===== src/rtl/div_unit.sv =====
// div_unit: multi-cycle 32-bit signed/unsigned restoring divider for HI/LO
//   clk, rst         : rising-edge clock, synchronous active-high reset
//   signed_div_i     : 1 = signed (DIV), 0 = unsigned (DIVU), sampled with start_i
//   opdata1_i/2_i    : dividend / divisor, sampled with start_i
//   start_i          : request, held high until the result is consumed
//   annul_i          : flush the operation in flight
//   result_o         : {remainder, quotient}, registered
//   ready_o          : result_o valid, registered
module div_unit (
    input  logic        clk,
    input  logic        rst,
    input  logic        signed_div_i,
    input  logic [31:0] opdata1_i,
    input  logic [31:0] opdata2_i,
    input  logic        start_i,
    input  logic        annul_i,
    output logic [63:0] result_o,
    output logic        ready_o
);
    localparam logic [1:0] FREE = 2'd0, BYZERO = 2'd1, ON = 2'd2, END = 2'd3;
    logic [1:0]  state;
    logic [5:0]  cnt;
    logic [31:0] dvd, dvs, rem;
    logic        neg_q, neg_r;
    logic [32:0] trial, diff;
    logic        n1, n2;
    // dvd shifts left each iteration: its MSB feeds the remainder, its LSB collects quotient bits
    assign trial = {rem, dvd[31]};
    assign diff  = trial - {1'b0, dvs};
    assign n1    = signed_div_i & opdata1_i[31];
    assign n2    = signed_div_i & opdata2_i[31];
    always_ff @(posedge clk) begin
        if (rst) begin
            state    <= FREE;
            cnt      <= '0;
            rem      <= '0;
            dvd      <= '0;
            dvs      <= '0;
            neg_q    <= 1'b0;
            neg_r    <= 1'b0;
            ready_o  <= 1'b0;
            result_o <= '0;
        end else begin
            case (state)
                FREE: begin
                    ready_o  <= 1'b0;
                    result_o <= '0;
                    if (start_i && !annul_i) begin
                        if (opdata2_i == 32'd0) state <= BYZERO;
                        else begin
                            state <= ON;
                            cnt   <= '0;
                            rem   <= '0;
                            dvd   <= n1 ? -opdata1_i : opdata1_i;
                            dvs   <= n2 ? -opdata2_i : opdata2_i;
                            neg_q <= n1 ^ n2;
                            neg_r <= n1;
                        end
                    end
                end
                BYZERO: begin
                    state    <= annul_i ? FREE : END;
                    ready_o  <= !annul_i;
                    result_o <= '0;
                end
                ON: begin
                    if (annul_i) begin
                        state <= FREE;
                        cnt   <= '0;
                        rem   <= '0;
                    end else if (cnt == 6'd32) begin
                        state    <= END;
                        ready_o  <= 1'b1;
                        result_o <= {neg_r ? -rem : rem, neg_q ? -dvd : dvd};
                    end else begin
                        rem <= diff[32] ? trial[31:0] : diff[31:0];
                        dvd <= {dvd[30:0], ~diff[32]};
                        cnt <= cnt + 6'd1;
                    end
                end
                default: begin
                    if (!start_i) begin
                        state    <= FREE;
                        ready_o  <= 1'b0;
                        result_o <= '0;
                    end
                end
            endcase
        end
    end
endmodule


===== config.mk =====
export PLATFORM = sky130hd
export DESIGN_NAME = div_unit
export DESIGN_NICKNAME = d
export VERILOG_FILES = /design/src/rtl/div_unit.sv
export SDC_FILE = /design/constraint.sdc
export NUM_CORES = 1
export LEC_CHECK = 0
export CAP_MARGIN = 10
export CORE_MARGIN = 2
export CORE_UTILIZATION = 51
export DETAILED_ROUTE_END_ITERATION = 12
export PLACE_DENSITY_LB_ADDON = 0.12
export SYNTH_ARGS = -nofsm -noshare
export SYNTH_HDL_FRONTEND = slang
export SYNTH_SLANG_ARGS = --single-unit

===== constraint.sdc =====
create_clock -name clk -period 3.64 [get_ports clk]
set_input_delay 1.092 -clock clk [delete_from_list [all_inputs] [get_ports clk]]
set_output_delay 1.092 -clock clk [all_outputs]
set_load 0.005 [all_outputs]

Word level (Yosys, flattened, before mapping)
Cells that the tools add are included.

Word-level logic and storage cells: 79. Latch bits: 0. Memory bits (read-only): 0. Memory bits (writable): 0. Output and inout port bits: 65. Bits of input ports: 69. Register bits after elaboration: 171. Memories: 0.

Multiply operators: 0. Mux-type cells: 35. Equal/unequal tests: 12. Shift operators: 0. $add $sub $neg: 6. $lt $le $gt $ge: 0. Reductions and logical operators: 12. Divide/modulo/power cells: 0. Bitwise gates (word level): 5.

Operators with widths (number): 32-bit two-way mux (13); 64-bit two-way mux (3); 32-bit negator (4); 32-bit case mux with 2 select lines (2); 64-bit case mux with 2 select lines (1); 33-bit by 32-bit subtractor with 33-bit output (1); 32-bit zero test (1); 6-bit two-way mux (4); 2-bit two-way mux (6); 6-bit case mux with 2 select lines (1); 3-bit AND reduction (4); 2-bit != test (second input constant) (5); 6-bit by 1-bit adder with 6-bit output (second input constant) (1); 6-bit equality test (second input constant) (1); 3-bit != test (second input constant) (2); 2-bit case mux with 3 select lines (1); 5-bit AND reduction (1); 4-bit by 1-bit != test with 1-bit output (second input constant) (1); 4-bit AND reduction (1); 1-bit two-way mux (3); 3-bit by 2-bit != test with 1-bit output (second input constant) (1); 1-bit case mux with 3 select lines (1); 1-bit AND (2); 2-bit by 1-bit equality test with 1-bit output (second input constant) (1); 8 further kinds (9).

Longest topological paths before layout
Depth after elaboration: 5. Depth in mapped cells: 14. Gate-level depth less buffers: 12.

Worst setup path after synthesis
No wires, ideal clock.

Path kind: input to register. Start: input opdata2_i[10]. End: register rem[23]. Cell stages on the path: 11. Setup slack: -97 ps. Arrival time: 3663 ps. Path buffers: 2. Cells stage by stage: or4_1 -> nor4_1 -> nand4b_1 -> o311a_1 -> a21oi_1 -> nor2_1 -> nor2_1 -> buf_2 -> buf_2 -> nand2_1 -> o21ai_0.

Cells in the longest elaborated chain, start to end: 3.

RTL lines: from (decl) (RTL line 14) `input logic [31:0] opdata2_i,`; 32-bit zero test (RTL line 49) `if (opdata2_i == 32'd0) state <= BYZERO;`; 2-bit != test (no source line); 4-bit AND reduction (no source line); to (signal assigned) (RTL line 76) `rem <= diff[32] ? trial[31:0] : diff[31:0];`; to (decl) (RTL line 23) `logic [31:0] dvd, dvs, rem;`.

Every way passes these cells. A chain may end at the register's enable or synchronous reset.

Final worst setup path
Start: input opdata2_i[10]. End: register rem[30].

Same word-level chain as after synthesis.

==> results_tabular.tex <==
\begin{tabular}{lr}
\hline
Metric & Value \\
\hline
\multicolumn{2}{l}{\textbf{Power}} \\
\quad Net Sw Frac & 37.1\% \\
\quad Fraction of power consumed by sequential logic & approximately a third \\
\quad Total power after layout & 0.00613 W \\
\quad Portion of total power attributed to combinational logic & between 30\% and 40\% \\
\quad Power dissipated by switching net loads & 0.00227 W \\
\quad Leakage power of the design & around 5.3 nW \\
\quad Peak VDD IR & $\sim$460 uV \\
\quad Internal Power & 0.00386 W \\
\quad Clock network fraction of total power & 31.0\% \\
\quad Power density normalized to cell area & roughly 450 nW/um\^{}2 \\
\multicolumn{2}{l}{\textbf{STA}} \\
\quad Final Setup Violations & 0 \\
\quad Normalized max-slew margin & 36.9\% \\
\quad Fmax & between 0.2 and 0.3 GHz \\
\quad Setup repair after global routing missed its margin & yes \\
\quad Actual transition at the worst max-transition pin & 0.945 ns \\
\quad Setup Skew & roughly 0.012 ns \\
\quad Post-layout min period & between 3 and 4 ns \\
\quad Total negative setup slack & 0 ns \\
\quad Final hold violation count & 0 \\
\quad Period utilisation layout & around 96\% \\
\quad Max Slew Vio Count & 0 \\
\multicolumn{2}{l}{\textbf{Yosys}} \\
\quad Synthesized area per cell & 7.85 um\^{}2 \\
\quad Dominant register cell in the synthesized netlist & sky130\_fd\_sc\_hd\_\_dfxtp\_1 \\
\quad Count of yosys warnings during synthesis & 0 \\
\quad Register bit total from synthesis & around 170 \\
\quad Yosys top cell area share & 31.7\% \\
\quad Synthesized area & 10800 um\^{}2 \\
\quad Most instantiated cells after synthesis & 181 x sky130\_fd\_sc\_hd\_\_nand2\_1, 171 x sky130\_fd\_sc\_hd\_\_dfxtp\_1, 123 x sky130\_fd\_sc\_hd\_\_nor2\_1 \\
\quad Part of the Yosys area used for sequential elements & 31.7\% \\
\quad Cell count after synthesis & 1375 \\
\quad Async SR Flop Fraction & 0\% \\
\quad Number of enable-type register cells in the synthesized netlist & 0 \\
\quad Top-count cell post-synth & sky130\_fd\_sc\_hd\_\_nand2\_1 \\
\quad Synth top area cells & sky130\_fd\_sc\_hd\_\_dfxtp\_1 32\%, sky130\_fd\_sc\_hd\_\_xnor2\_1 8.7\%, sky130\_fd\_sc\_hd\_\_nand2\_1 6.3\% \\
\quad Cell type with the largest total area after synthesis & sky130\_fd\_sc\_hd\_\_dfxtp\_1 \\
\quad Net count of the mapped netlist & 1487 \\
\quad Number of distinct standard cells referenced by the synthesized netlist & 62 \\
\multicolumn{2}{l}{\textbf{Routing}} \\
\quad Drt pass-1 iters & 5 \\
\quad Detail Route Antenna Nets & 0 \\
\quad Number of remaining DRC errors & 0 \\
\quad Initial DRC count & 723 \\
\quad Total vias in the final route & 10.4k \\
\quad Total Routed Length & 30300 um \\
\quad Vias per std cell & 5.70 \\
\quad Mean routed wirelength per cell & 16.6 um \\
\multicolumn{2}{l}{\textbf{Worst setup path}} \\
\quad Launch point of the worst reg-to-reg path & rem[6] \\
\quad Critical path data arrival time & 3.82 ns \\
\quad Delay of the slowest cell on the worst path & 0.56 ns \\
\quad RR Endpoint & result\_o[58] \\
\quad WP buf/inv & 3 \\
\quad Most frequent cell on the critical path & sky130\_fd\_sc\_hd\_\_buf\_4 \\
\quad Cells traversed along the worst timing path & clkdlybuf4s50\_1, or4\_4, nor4\_4, buf\_4, nand4b\_1, or3\_4, nand2\_1, a21oi\_2, nand2b\_1, buf\_4, nor3\_1, a221o\_1 \\
\quad Count of cells along the worst register-to-register path & 9 \\
\quad Type of origin of the critical path & input pin \\
\quad Critical Path Fanout Max & 10 \\
\quad Endpoint class of the critical path & flop \\
\quad Critical path's slowest cell & sky130\_fd\_sc\_hd\_\_or4\_4 \\
\quad Crit path kind & input pin to flop \\
\quad Register-to-Register Setup Slack & 0.16 ns \\
\quad Cell family contributing the most delay on the critical path & simple AND/OR/NAND/NOR gates \\
\quad Data required time of the critical path & 3.96 ns \\
\multicolumn{2}{l}{\textbf{CTS}} \\
\quad Skew-Pair Late Insertion Delay & 0.44 ns \\
\quad CTS H-Tree Depth & 4 \\
\quad TritonCTS clock tree & yes \\
\quad Root buffer cell & sky130\_fd\_sc\_hd\_\_clkbuf\_16 \\
\quad Maximum root-to-sink buffer count & 2 \\
\quad Clock-pin slew on the worst setup and hold paths & 0.08 ns \\
\quad Num Clock Sinks & 171 \\
\quad Hold-fix buffer count after cts & 0 \\
\quad Number of buffers created by CTS & 17 \\
\multicolumn{2}{l}{\textbf{Cells and area}} \\
\quad Proportion of layout cells with a drive suffix above 1 & 10.2\% \\
\quad Number of fill cells & 1859 \\
\quad Nets@finish & about 1.7k \\
\quad Design Area, Final & about 14000 um\^{}2 \\
\quad Area growth from synthesis to layout & 25.8\% \\
\quad Core utilization of the finished layout & about two thirds \\
\quad Number of inserted diodes & 0 \\
\multicolumn{2}{l}{\textbf{GRT}} \\
\quad Global route total overflow & 0 \\
\quad Total global-route track usage & 27.5\% \\
\quad Maximum number of pins on one net before global-route repair & 67 \\
\quad Number of antenna violations at the first check in global routing & 0 \\
\quad Via count of the first global-routing pass & 9677 \\
\quad Wire length of the first global-routing pass & 49100 um \\
\multicolumn{2}{l}{\textbf{Worst hold path}} \\
\quad Hold path cells & 2 \\
\quad Hold Path Sink & ready\_o \\
\quad Hold Path Origin & ready\_o \\
\quad Tightest Hold Check Type & flop to flop \\
\multicolumn{2}{l}{\textbf{Place}} \\
\quad Number of input and output port buffers inserted & 133 \\
\quad Placement-stage cell area & 12900 um\^{}2 \\
\quad Final HPWL from detailed placement & between 20000 and 25000 um \\
\quad Routability Congestion & between 0.9 and 1 \\
\multicolumn{2}{l}{\textbf{Die}} \\
\quad Die boundary width & about 150 um \\
\quad Area of the core region & approximately 21000 um\^{}2 \\
\quad Number of ports placed on the die boundary & 134 \\
\quad Effective utilization at floorplan & 51.7\% \\
\quad Area enclosed by the die boundary & 22300 um\^{}2 \\
\quad Core Rows & 53 \\
\quad DIE HEIGHT & 149 um \\
\multicolumn{2}{l}{\textbf{Outcome}} \\
\quad Status & completed \\
\multicolumn{2}{l}{\textbf{Job}} \\
\quad Max-cap violations & 0 \\
\hline
\end{tabular}
[power groups by stage]
stage	sequential, W	clock [W]	combinational [W]
floorplan	0.00214	0	0.00143
global placement	0.00218	0	0.00199
CTS	0.00214	0.00193	0.00205
finish	0.00215	0.00190	0.00208
global route	0.00217	0.00201	0.00230
detailed placement	0.00219	0	0.00202
[area by class of cell]
cell class | count | area (um^2) | area share (%)
multi-input cells | 1073 | 6940 | 51.1
flip-flops and latches | 171 | 3420 | 25.2
repair buffers | 224 | 2060 | 15.1
clock buffers | 18 | 429 | 3.16
well taps | 275 | 344 | 2.53
inverters | 55 | 206 | 1.52
clock inverters | 14 | 176 | 1.30
[worst min-delay path, delay by kind of cell, from the launching register on]
family           cells  cell delay [ns]
flip-flops           1             0.31
AND/OR/NAND/NOR      1             0.05
AO/OA/AOI/OAI        1             0.05
[metal layers]
layer / vias to the layer above / part of all wire [%] / wire [um] / global-route usage (%)
met3: 44 / 5.1 / 1560 / 4.18
li1: 5224 / - / - / -
met2: 277 / 46 / 14100 / 45.2
met1: 4877 / 46 / 14100 / 37.0
met4: 0 / 2.0 / 621 / 8.86
met5: - / 0 / 0 / 0
[metrics by stage]
stage	worst slack (ns)	std cells	hold slack (ns)
after global routing	0.00937	1830	0.479
after global placement	-0.383	1796	0.443
final	0.141	1830	0.455
after floorplan	0.0204	1375	0.446
after CTS	0.0466	1828	0.459
after detailed placement	-0.471	1796	0.448
[cell families (layout without fill, tap and decap cells)]
logic type / Yosys count / in the layout / share of synthesized area [%]
and+or+nand+nor: 444 / 444 / 19.1
AOI/OAI and AO/OA: 407 / 407 / 24.7
DFF: 171 / 171 / 31.7
xor gates and xnor gates: 151 / 151 / 12.3
buffers and inverters: 131 / 311 / 4.59
adders and majority gates: 43 / 43 / 5.05
muxes: 28 / 28 / 2.63
[cell usage in the layout (no fill, tap or decap), drive strengths merged, types with 3 or more instances in the layout]
master and count:
a211oi 31, a21boi 3, a21o 14, a21oi 101
a221o 7, a22o 30, a22oi 30, a31oi 8
and2 13, and3 5, buf 92, clkbuf 18
clkdlybuf4s50 132, clkinv 5, dfxtp 171, ha 42
inv 62, mux2 3, mux2i 25, nand2 181
nand2b 13, nand3 19, nand4 8, nor2 123
nor2b 10, nor3 14, nor3b 4, nor4 10
o211ai 7, o21a 9, o21ai 108, o21bai 4
o31ai 25, o41ai 18, or3 11, or4 25
xnor2 107, xor2 44
[sequential cells by signal, indices dropped and copies added, names as in the netlist]
signal    cells
result_o     64
dvd          32
dvs          32
rem          32
cnt           6
state         2
neg_q         1
neg_r         1
ready_o       1
[what timing repair did]
action | CTS | global route
endpoints found under the setup margin | 12 | 65
pin swaps | 0 | 1
resized for setup | 1 | 10
setup buffers | 0 | 1
[worst max-delay path by stage]
stage | depth (start not counted) | end | start
finish | 12 | rem[30] | opdata2_i[10]
global route | 12 | rem[25] | opdata2_i[10]
detailed placement | 12 | rem[25] | opdata2_i[19]
CTS | 11 | rem[25] | opdata2_i[19]
global placement | 12 | rem[25] | opdata2_i[19]
floorplan | 11 | rem[23] | opdata2_i[10]
No activity file was read; power rests on OpenSTA's default activity.
